<file path="config.mk">
export PLATFORM = sky130hd
export DESIGN_NAME = imm_materializer
export DESIGN_NICKNAME = d
export VERILOG_FILES = /design/src/rtl/imm_materializer_pkg.sv /design/src/rtl/imm_materializer_classify.sv /design/src/rtl/imm_materializer.sv
export SDC_FILE = /design/constraint.sdc
export NUM_CORES = 1
export LEC_CHECK = 0
export CAP_MARGIN = 0
export CELL_PAD_IN_SITES_DETAIL_PLACEMENT = 0
export CELL_PAD_IN_SITES_GLOBAL_PLACEMENT = 2
export CORE_MARGIN = 5
export CORE_UTILIZATION = 28
export CTS_BUF_LIST = sky130_fd_sc_hd__clkbuf_2 sky130_fd_sc_hd__clkbuf_4 sky130_fd_sc_hd__clkbuf_8
export DETAILED_ROUTE_END_ITERATION = 8
export PLACE_DENSITY = 0.81
export SYNTH_ARGS = -nofsm -noshare
export SYNTH_HDL_FRONTEND = slang
export SYNTH_HIERARCHICAL = 1
export SYNTH_SLANG_ARGS = --single-unit
export TNS_END_PERCENT = 20
</file>
<file path="constraint.sdc">
create_clock -name clk -period 2.1 [get_ports clk]
set_clock_uncertainty 0.15 [all_clocks]
set_input_delay 0.525 -clock clk [delete_from_list [all_inputs] [get_ports clk]]
set_output_delay 0.525 -clock clk [all_outputs]
set_load 0.1 [all_outputs]
</file>
<file path="src/rtl/imm_materializer_pkg.sv">
// Shared opcode constants, value classes and FSM states for the immediate materializer.
// No logic of its own beyond an I-type word packing helper.
package imm_materializer_pkg;

  localparam logic [5:0] OP_ADDIU = 6'h09;
  localparam logic [5:0] OP_ORI   = 6'h0D;
  localparam logic [5:0] OP_LUI   = 6'h0F;

  typedef enum logic [1:0] {
    SEXT = 2'd0,
    ZEXT = 2'd1,
    HIGH = 2'd2,
    FULL = 2'd3
  } imm_cls_e;

  typedef enum logic [1:0] {
    IDLE  = 2'd0,
    EMIT1 = 2'd1,
    EMIT2 = 2'd2
  } mat_state_e;

  function automatic logic [31:0] itype(input logic [5:0]  op,
                                        input logic [4:0]  rs,
                                        input logic [4:0]  rt,
                                        input logic [15:0] imm);
    return {op, rs, rt, imm};
  endfunction

endpackage

</file>
<file path="src/rtl/imm_materializer_classify.sv">
// Combinational classifier picking the shortest instruction sequence for a 32-bit constant.
// Zero latency, no flow control.
module imm_classify
  import imm_materializer_pkg::*;
(
  input  logic [31:0] value,
  output imm_cls_e    imm_cls
);

  logic sext_fit;
  logic zext_fit;
  logic high_fit;

  // value[31:15] all equal means a 16-bit sign-extended immediate reproduces it
  assign sext_fit = (value[31:15] == 17'h00000) || (value[31:15] == 17'h1FFFF);
  assign zext_fit = (value[31:16] == 16'h0000);
  assign high_fit = (value[15:0]  == 16'h0000);

  always_comb begin
    imm_cls = FULL;
    if (sext_fit) begin
      imm_cls = SEXT;
    end else if (zext_fit) begin
      imm_cls = ZEXT;
    end else if (high_fit) begin
      imm_cls = HIGH;
    end
  end

endmodule

</file>
<file path="src/rtl/imm_materializer.sv">
// Turns a 32-bit constant into one or two MIPS I-type words (ADDIU/ORI/LUI[+ORI]).
// First word valid the cycle after acceptance; words held while out_ready is low, in_ready low until idle.
module imm_materializer
  import imm_materializer_pkg::*;
(
  input  logic        clk,
  input  logic        reset,
  input  logic        in_valid,
  output logic        in_ready,
  input  logic [31:0] in_value,
  input  logic [4:0]  in_rt,
  output logic        out_valid,
  input  logic        out_ready,
  output logic [31:0] out_instr,
  output logic        out_last,
  output logic        out_lui_op,
  output logic        out_signed_op
);

  mat_state_e  state_q, state_d;
  imm_cls_e    cls_q, cls_d;
  logic [15:0] lo16_q, lo16_d;
  logic [4:0]  rt_q, rt_d;
  logic [31:0] instr_q, instr_d;
  logic        last_q, last_d;
  logic        lui_q, lui_d;
  logic        sgn_q, sgn_d;
  imm_cls_e    in_cls;

  imm_classify u_classify (
    .value   (in_value),
    .imm_cls (in_cls)
  );

  assign in_ready      = (state_q == IDLE);
  assign out_valid     = (state_q != IDLE);
  assign out_instr     = instr_q;
  assign out_last      = last_q;
  assign out_lui_op    = lui_q;
  assign out_signed_op = sgn_q;

  always_comb begin
    state_d = state_q;
    cls_d   = cls_q;
    lo16_d  = lo16_q;
    rt_d    = rt_q;
    instr_d = instr_q;
    last_d  = last_q;
    lui_d   = lui_q;
    sgn_d   = sgn_q;

    case (state_q)
      IDLE: begin
        if (in_valid) begin
          state_d = EMIT1;
          cls_d   = in_cls;
          lo16_d  = in_value[15:0];
          rt_d    = in_rt;
          case (in_cls)
            SEXT: begin
              instr_d = itype(OP_ADDIU, 5'd0, in_rt, in_value[15:0]);
              last_d  = 1'b1;
              lui_d   = 1'b0;
              sgn_d   = 1'b1;
            end
            ZEXT: begin
              instr_d = itype(OP_ORI, 5'd0, in_rt, in_value[15:0]);
              last_d  = 1'b1;
              lui_d   = 1'b0;
              sgn_d   = 1'b0;
            end
            default: begin
              // HIGH ends here; FULL still owes the ORI of the low half
              instr_d = itype(OP_LUI, 5'd0, in_rt, in_value[31:16]);
              last_d  = (in_cls == HIGH);
              lui_d   = 1'b1;
              sgn_d   = 1'b0;
            end
          endcase
        end
      end
      EMIT1: begin
        if (out_ready) begin
          if (cls_q == FULL) begin
            state_d = EMIT2;
            instr_d = itype(OP_ORI, rt_q, rt_q, lo16_q);
            last_d  = 1'b1;
            lui_d   = 1'b0;
            sgn_d   = 1'b0;
          end else begin
            state_d = IDLE;
          end
        end
      end
      EMIT2: begin
        if (out_ready) begin
          state_d = IDLE;
        end
      end
      default: begin
        state_d = IDLE;
      end
    endcase
  end

  always_ff @(posedge clk or posedge reset) begin
    if (reset) begin
      state_q <= IDLE;
      cls_q   <= SEXT;
      lo16_q  <= 16'h0000;
      rt_q    <= 5'd0;
      instr_q <= 32'h0000_0000;
      last_q  <= 1'b0;
      lui_q   <= 1'b0;
      sgn_q   <= 1'b0;
    end else begin
      state_q <= state_d;
      cls_q   <= cls_d;
      lo16_q  <= lo16_d;
      rt_q    <= rt_d;
      instr_q <= instr_d;
      last_q  <= last_d;
      lui_q   <= lui_d;
      sgn_q   <= sgn_d;
    end
  end

endmodule

</file>
## Yosys cells after proc, flatten, opt, wreduce, memory -nomap -nowiden

Cells that the tools add are included.

- Flip-flop bits (word level): 60
- Bits in latches: 0
- Bits in writable memories: 0
- ROM bits: 0
- Input port bits: 41
- Output and inout bits: 37
- Logic and storage cells: 56
- Memories: 0

- $add $sub $neg: 0
- $mul: 0
- Divide/modulo/power cells: 0
- Order comparisons: 0
- Equality and inequality tests: 10
- Shifts and indexed selects: 0
- Multiplexer cells: 26
- Bitwise logic cells: 0
- Reduce and logical (&&, ||, !) cells: 12

Operators by type and width:

| cell | count |
|---|---|
| two-way mux 32 bit | 3 |
| one-hot mux 32 bit (2 select lines) | 1 |
| one-hot mux 29 bit (2 select lines) | 1 |
| zero test 16 bit | 2 |
| equality test 17 bit, second input constant | 1 |
| zero test 17 bit | 1 |
| two-way mux 2 bit | 6 |
| two-way mux 1 bit | 11 |
| inequality test 2 bit, second input constant | 4 |
| equality test 2 bit, second input constant | 3 |
| one-hot mux 1 bit (2 select lines) | 3 |
| one-hot mux 2 bit (3 select lines) | 1 |
| equality test 2 x 1 -> 1 bit, second input constant | 2 |
| zero test 2 bit | 2 |
| AND reduction 4 bit | 1 |
| nonzero test 2 bit | 2 |
| AND reduction 3 bit | 1 |
| AND reduction 2 bit | 1 |
| OR reduction 2 bit | 1 |
| logical OR 1 bit | 1 |

## Logic depth before layout (Yosys ltp)

- Depth after elaboration: 9
- Mapped depth: 9
- Mapped depth without buffers: 7

## Modules after synthesis

Netlist, hierarchy kept.

Modules (own cells, without submodules):

| module | instances | cells each | area an instance (µm²) | seq. area each (µm²) |
|---|---|---|---|---|
| imm_materializer | 1 | 213 | 2,566.2 | 1,401.3 |
| imm_classify | 1 | 19 | 148.9 | 0.0 |

## Worst setup path before layout

No wires, ideal clock.

- Kind: input to register
- From: input port in_value[20]
- To: register instr_q[0], in the netlist out_instr[0]
- Library setup time: 0.125 ns
- Arrival: 2.114 ns
- Required time: 1.825 ns
- Path slack: -0.290 ns
- Stages: 8
- Path buffers: 2
- Path through: nor4_2 > nand4_1 > and2_2 > buf_6 > buf_6 > mux2_2 > mux2_2 > mux2_2

- Word-level cells in the longest chain between the ends: 7
- Elaborated cells on any way between the ends: 11
- Those cells by class: eq/ne (2); mux (5); reduce/logical (4)

RTL lines:

| element | RTL line | text |
|---|---|---|
| start, declared | imm_materializer.sv:10 | `input logic [31:0] in_value,` |
| equality test 17 bit (tied with other cells) | imm_materializer_classify.sv:15 | `assign sext_fit = (value[31:15] == 17'h00000) \|\| (value[31:15] == 17'h1FFFF);` |
| logical OR 1 bit or two-way mux 2 bit (tied branches) | imm_materializer_classify.sv:15, imm_materializer_classify.sv:23 |  |
| two-way mux 2 bit (*) | imm_materializer_classify.sv:21 | `if (sext_fit) begin` |
| via in_cls[1] | imm_materializer.sv:28 | `imm_cls_e in_cls;` |
| equality test 2 x 1 -> 1 bit or zero test 2 bit (tied branches) | imm_materializer.sv:59 | `case (in_cls)` |
| one-hot mux 29 bit (2 select lines) (*) | imm_materializer.sv:59 |  |
| two-way mux 32 bit (*) | imm_materializer.sv:54 | `if (in_valid) begin` |
| one-hot mux 32 bit (2 select lines) (*) | imm_materializer.sv:52 | `case (state_q)` |
| end signal, assigned | imm_materializer.sv:121 | `instr_q <= instr_d;` |
| end, declared | imm_materializer.sv:24 | `logic [31:0] instr_q, instr_d;` |

The timed path passes the listed nets; every way through them passes the cells marked *. The select of a mux whose other input is x is not followed.
A chain may end at the register's enable or synchronous reset.

## Worst setup path in the final report

- From: input port in_value[30]
- To: register instr_q[2], in the netlist out_instr[2]

- Word-level cells in the longest chain between the ends: 7
- Elaborated cells on any way between the ends: 11
- Those cells by class: eq/ne (2); mux (5); reduce/logical (4)

RTL lines:

| element | RTL line |
|---|---|
| equality test 17 bit (tied with other cells) | imm_materializer_classify.sv:15 |
| logical OR 1 bit or two-way mux 2 bit (tied branches) | imm_materializer_classify.sv:15, imm_materializer_classify.sv:23 |
| two-way mux 2 bit (*) | imm_materializer_classify.sv:21 |
| equality test 2 x 1 -> 1 bit or zero test 2 bit (tied branches) | imm_materializer.sv:59 |
| one-hot mux 29 bit (2 select lines) (*) | imm_materializer.sv:59 |
| two-way mux 32 bit (*) | imm_materializer.sv:54 |
| one-hot mux 32 bit (2 select lines) (*) | imm_materializer.sv:52 |

Every way passes the cells marked *; elsewhere a longest branch is shown, timed or not. The select of a mux whose other input is x is not followed.

==> summary.txt <==
Status
  – Status: finished, violations left
  – Failing checks: setup timing

Cells and area
  – Ratio of cells with drive above 1 in the final layout: 50.0%
  – Area growth syn-to-layout: 65.1%
  – Design Area, Final: 4480 sq um
  – Fin nets: 392
  – Antenna diode count: 0

Synthesis
  – Synthesis Warnings: 6
  – Syn Area/Cell: 11.7 sq um
  – Post-synth top cells: dfrtp_1, nand2_1, mux2_2, a21o_1
  – Top-count cell post-synth: dfrtp_1
  – Post-synth EDFFs: 0
  – Top cell type's share of synthesized area: 51.6%
  – Synthesized cell area: 2720 sq um
  – Seq/Total Area, Yosys: 51.6%
  – Synthesized flop and latch total: 56
  – Area leader, netlist: dfrtp_1
  – Area contributors post-synth: dfrtp_1, mux2_2, nand2_1, a21o_1, a22o_1
  – Yosys cell types: 32
  – Top FF cell, synth: dfrtp_1
  – Post-synth ARST share: 100%
  – Post-Synthesis Cells: 232

CTS
  – CTS Buffer Depth: 2
  – H-tree depth: 2
  – CTS tree: yes
  – # clock sinks: 56
  – CTS Hold Bufs: 0
  – Clk slew on worst S/H paths: 0.10 ns
  – CTS root buf: clkbuf_8
  – Clk_lat worst skew: 0.32 ns
  – CTS buffer count: 5

Drt
  – Met1 wire length: 3520 microns
  – Max layer used: met4
  – 1st-iter DRT viols: 57
  – WL met3: 460 microns
  – DRT antenna net count: 0
  – Via density: 4.59
  – Met2 wire length: 3660 microns
  – Average wire per standard cell: 15.9 microns
  – Via count: 2,224
  – Drt first pass iters: 4
  – # DRC: 0
  – Routed WL: 7730 microns

Power
  – Part of the power in combinational logic: 65.2%
  – Sequential Power Share: 26.4%
  – PD cells: 1680 nW/um^2
  – Switching share of power: 49.7%
  – P_int: 3790 uW
  – Pwr Total: 7550 uW
  – Clock Power Share: 8.4%
  – NetSw: 3760 uW
  – Pleak: 0.00209 uW
  – VDD IR max: 1.24 mV

Setup path
  – Crit path buffers/inverters: 2
  – CP arrival: 2.29 ns
  – Crit Path Max Fanout: 8
  – Largest stage delay on the critical path: 0.30 ns
  – Crit end category: flop
  – Setup CP Type: input pin to flop
  – Critical Path RT: 2.15 ns
  – Crit path max-delay family: multiplexers
  – CP max-delay cell: mux2_4
  – Top cell by count, worst path: mux2_4
  – Cells along the critical path: buf_8, buf_6, nor4_4, nand4_1, and2_4, mux2_4, mux2_4, mux2_4
  – Crit start category: input pin

Timing
  – Worst setup margin: -0.146 ns
  – RSZ-0062 raised after global routing: true
  – Hold Slack: 0.332 ns
  – TNS Setup: -1.43 ns
  – Fmax: 445 MHz
  – Final Max Tran Viols: 0
  – Fin crit share: 107%
  – Final hold violations: 0
  – Final setup fails: 18
  – Final min period: 2.25 ns

Global routing
  – Number of global-route vias before repair: 2,436
  – Largest net degree at the start of global routing: 57
  – GRT Residual Overflow: 0
  – GRT Overall Usage: 13.8%
  – Global-route wire length before repair: 12,700 microns
  – Initial antenna violation count: 0

Floorplanning
  – Std-Cell Rows: 36
  – Initial Util: 28.3%
  – Die height: 108 microns
  – Die area: 11,800 sq um
  – Die width: 108 microns
  – Io pins: 78
  – Core ar.: 9590 sq um

Flow run
  – Max Cap Violations: 0

Placed design
  – Port Buffers: 75
  – DP Wirelength: 5610 microns
  – Area after DPL: 4260 sq um
  – GPL Wtd Cong: 0.821

Hold path
  – Hold WC Path Type: flop to flop
final timing paths:
kind / cells after the start / slack (ns) / endpoint / startpoint
max in group asynchronous: 3 / 1.13 / out_instr[4] / reset
hold / removal: 2 / 0.33 / lo16_q[6] / lo16_q[6]
setup / recovery: 8 / -0.15 / out_instr[2] / in_value[30]
setup reg to reg: 4 / 0.24 / out_instr[3] / state_q[1]
min in group asynchronous: 3 / 0.42 / out_signed_op / reset
hold reg to reg: 2 / 0.33 / lo16_q[6] / lo16_q[6]
power by group through the flow:
stage / combinational, uW / clock (uW) / sequential (uW)
2_1_floorplan: 1310 / 0 / 3630
3_5_place_dp: 4860 / 0 / 2010
5_1_grt: 5130 / 692 / 2060
3_3_place_gp: 4820 / 0 / 1990
4_1_cts: 4930 / 653 / 2000
6_report: 4920 / 636 / 1990
per-stage QoR:
step,worst slack [ns],util [%],instances
after floorplan,-0.258,-,233
after global placement,-0.829,44.4,468
after detailed placement,-0.876,44.4,468
after CTS,-0.123,46.3,485
after global routing,-0.178,46.7,485
final,-0.146,46.7,485
cell type report:
type                            instances  area [sq um]
Fill cell                             896          5110
Timing Repair Buffer                  125          1480
Sequential cell                        56          1400
Multi-Input combinational cell        161          1340
Tap cell                              133           166
Clock buffer                            5          68.8
Clock inverter                          3          26.3
Inverter                                2          7.51
state kept, by name, indices dropped and copies added, names as in the netlist:
signal / flops
lo16_q: 16
cls_q: 2
out_signed_op: 1
state_q: 2
rt_q: 5
out_last: 1
out_instr: 29
metal layers:
layer  GRT usage [%]  vias up
li1                -     1060
met1            18.7     1100
met2            21.6       57
met3            4.36        7
met4            2.98        0
met5               0        -
worst min-delay path: stages, from the launching register on:
cell	delay (ns)
dfrtp_1	0.35
nand2_1	0.05
nand2_1	0.05
layout by cell type, fill, tap and decap left out, types with 2 or more instances in the layout:
cell type         n
buf_4            49
nor4_4            4
buf_2             8
nand2b_1          2
buf_6             5
clkdlybuf4s50_1  23
clkinv_4          2
mux2_4           12
a22o_1            6
clkbuf_8          5
and2_1            5
nor2_1            2
conb_1            2
nor4_1            3
buf_12           38
nand2_1          52
mux2_2           36
a221o_1           5
nand4_1           4
and2_4            3
a21o_1            8
and4_1            2
dfrtp_1          56
logic make-up after synthesis:
group                  Yosys count  synth area share [%]
multiplexers                    48                  19.9
AND/OR/NAND/NOR                 84                  15.4
flip-flops                      56                  51.6
other                            1                 0.138
AO/OA/AOI/OAI                   25                  8.34
buffers and inverters           18                  4.56
timing repair:
item | in CTS | in global routing
pin swaps | 11 | 7
gates cloned | 2 | 0
setup endpoints to repair | 22 | 21
setup buffers | 7 | 0
resized for setup | 85 | 21
No activity file was read; power rests on OpenSTA's default activity.
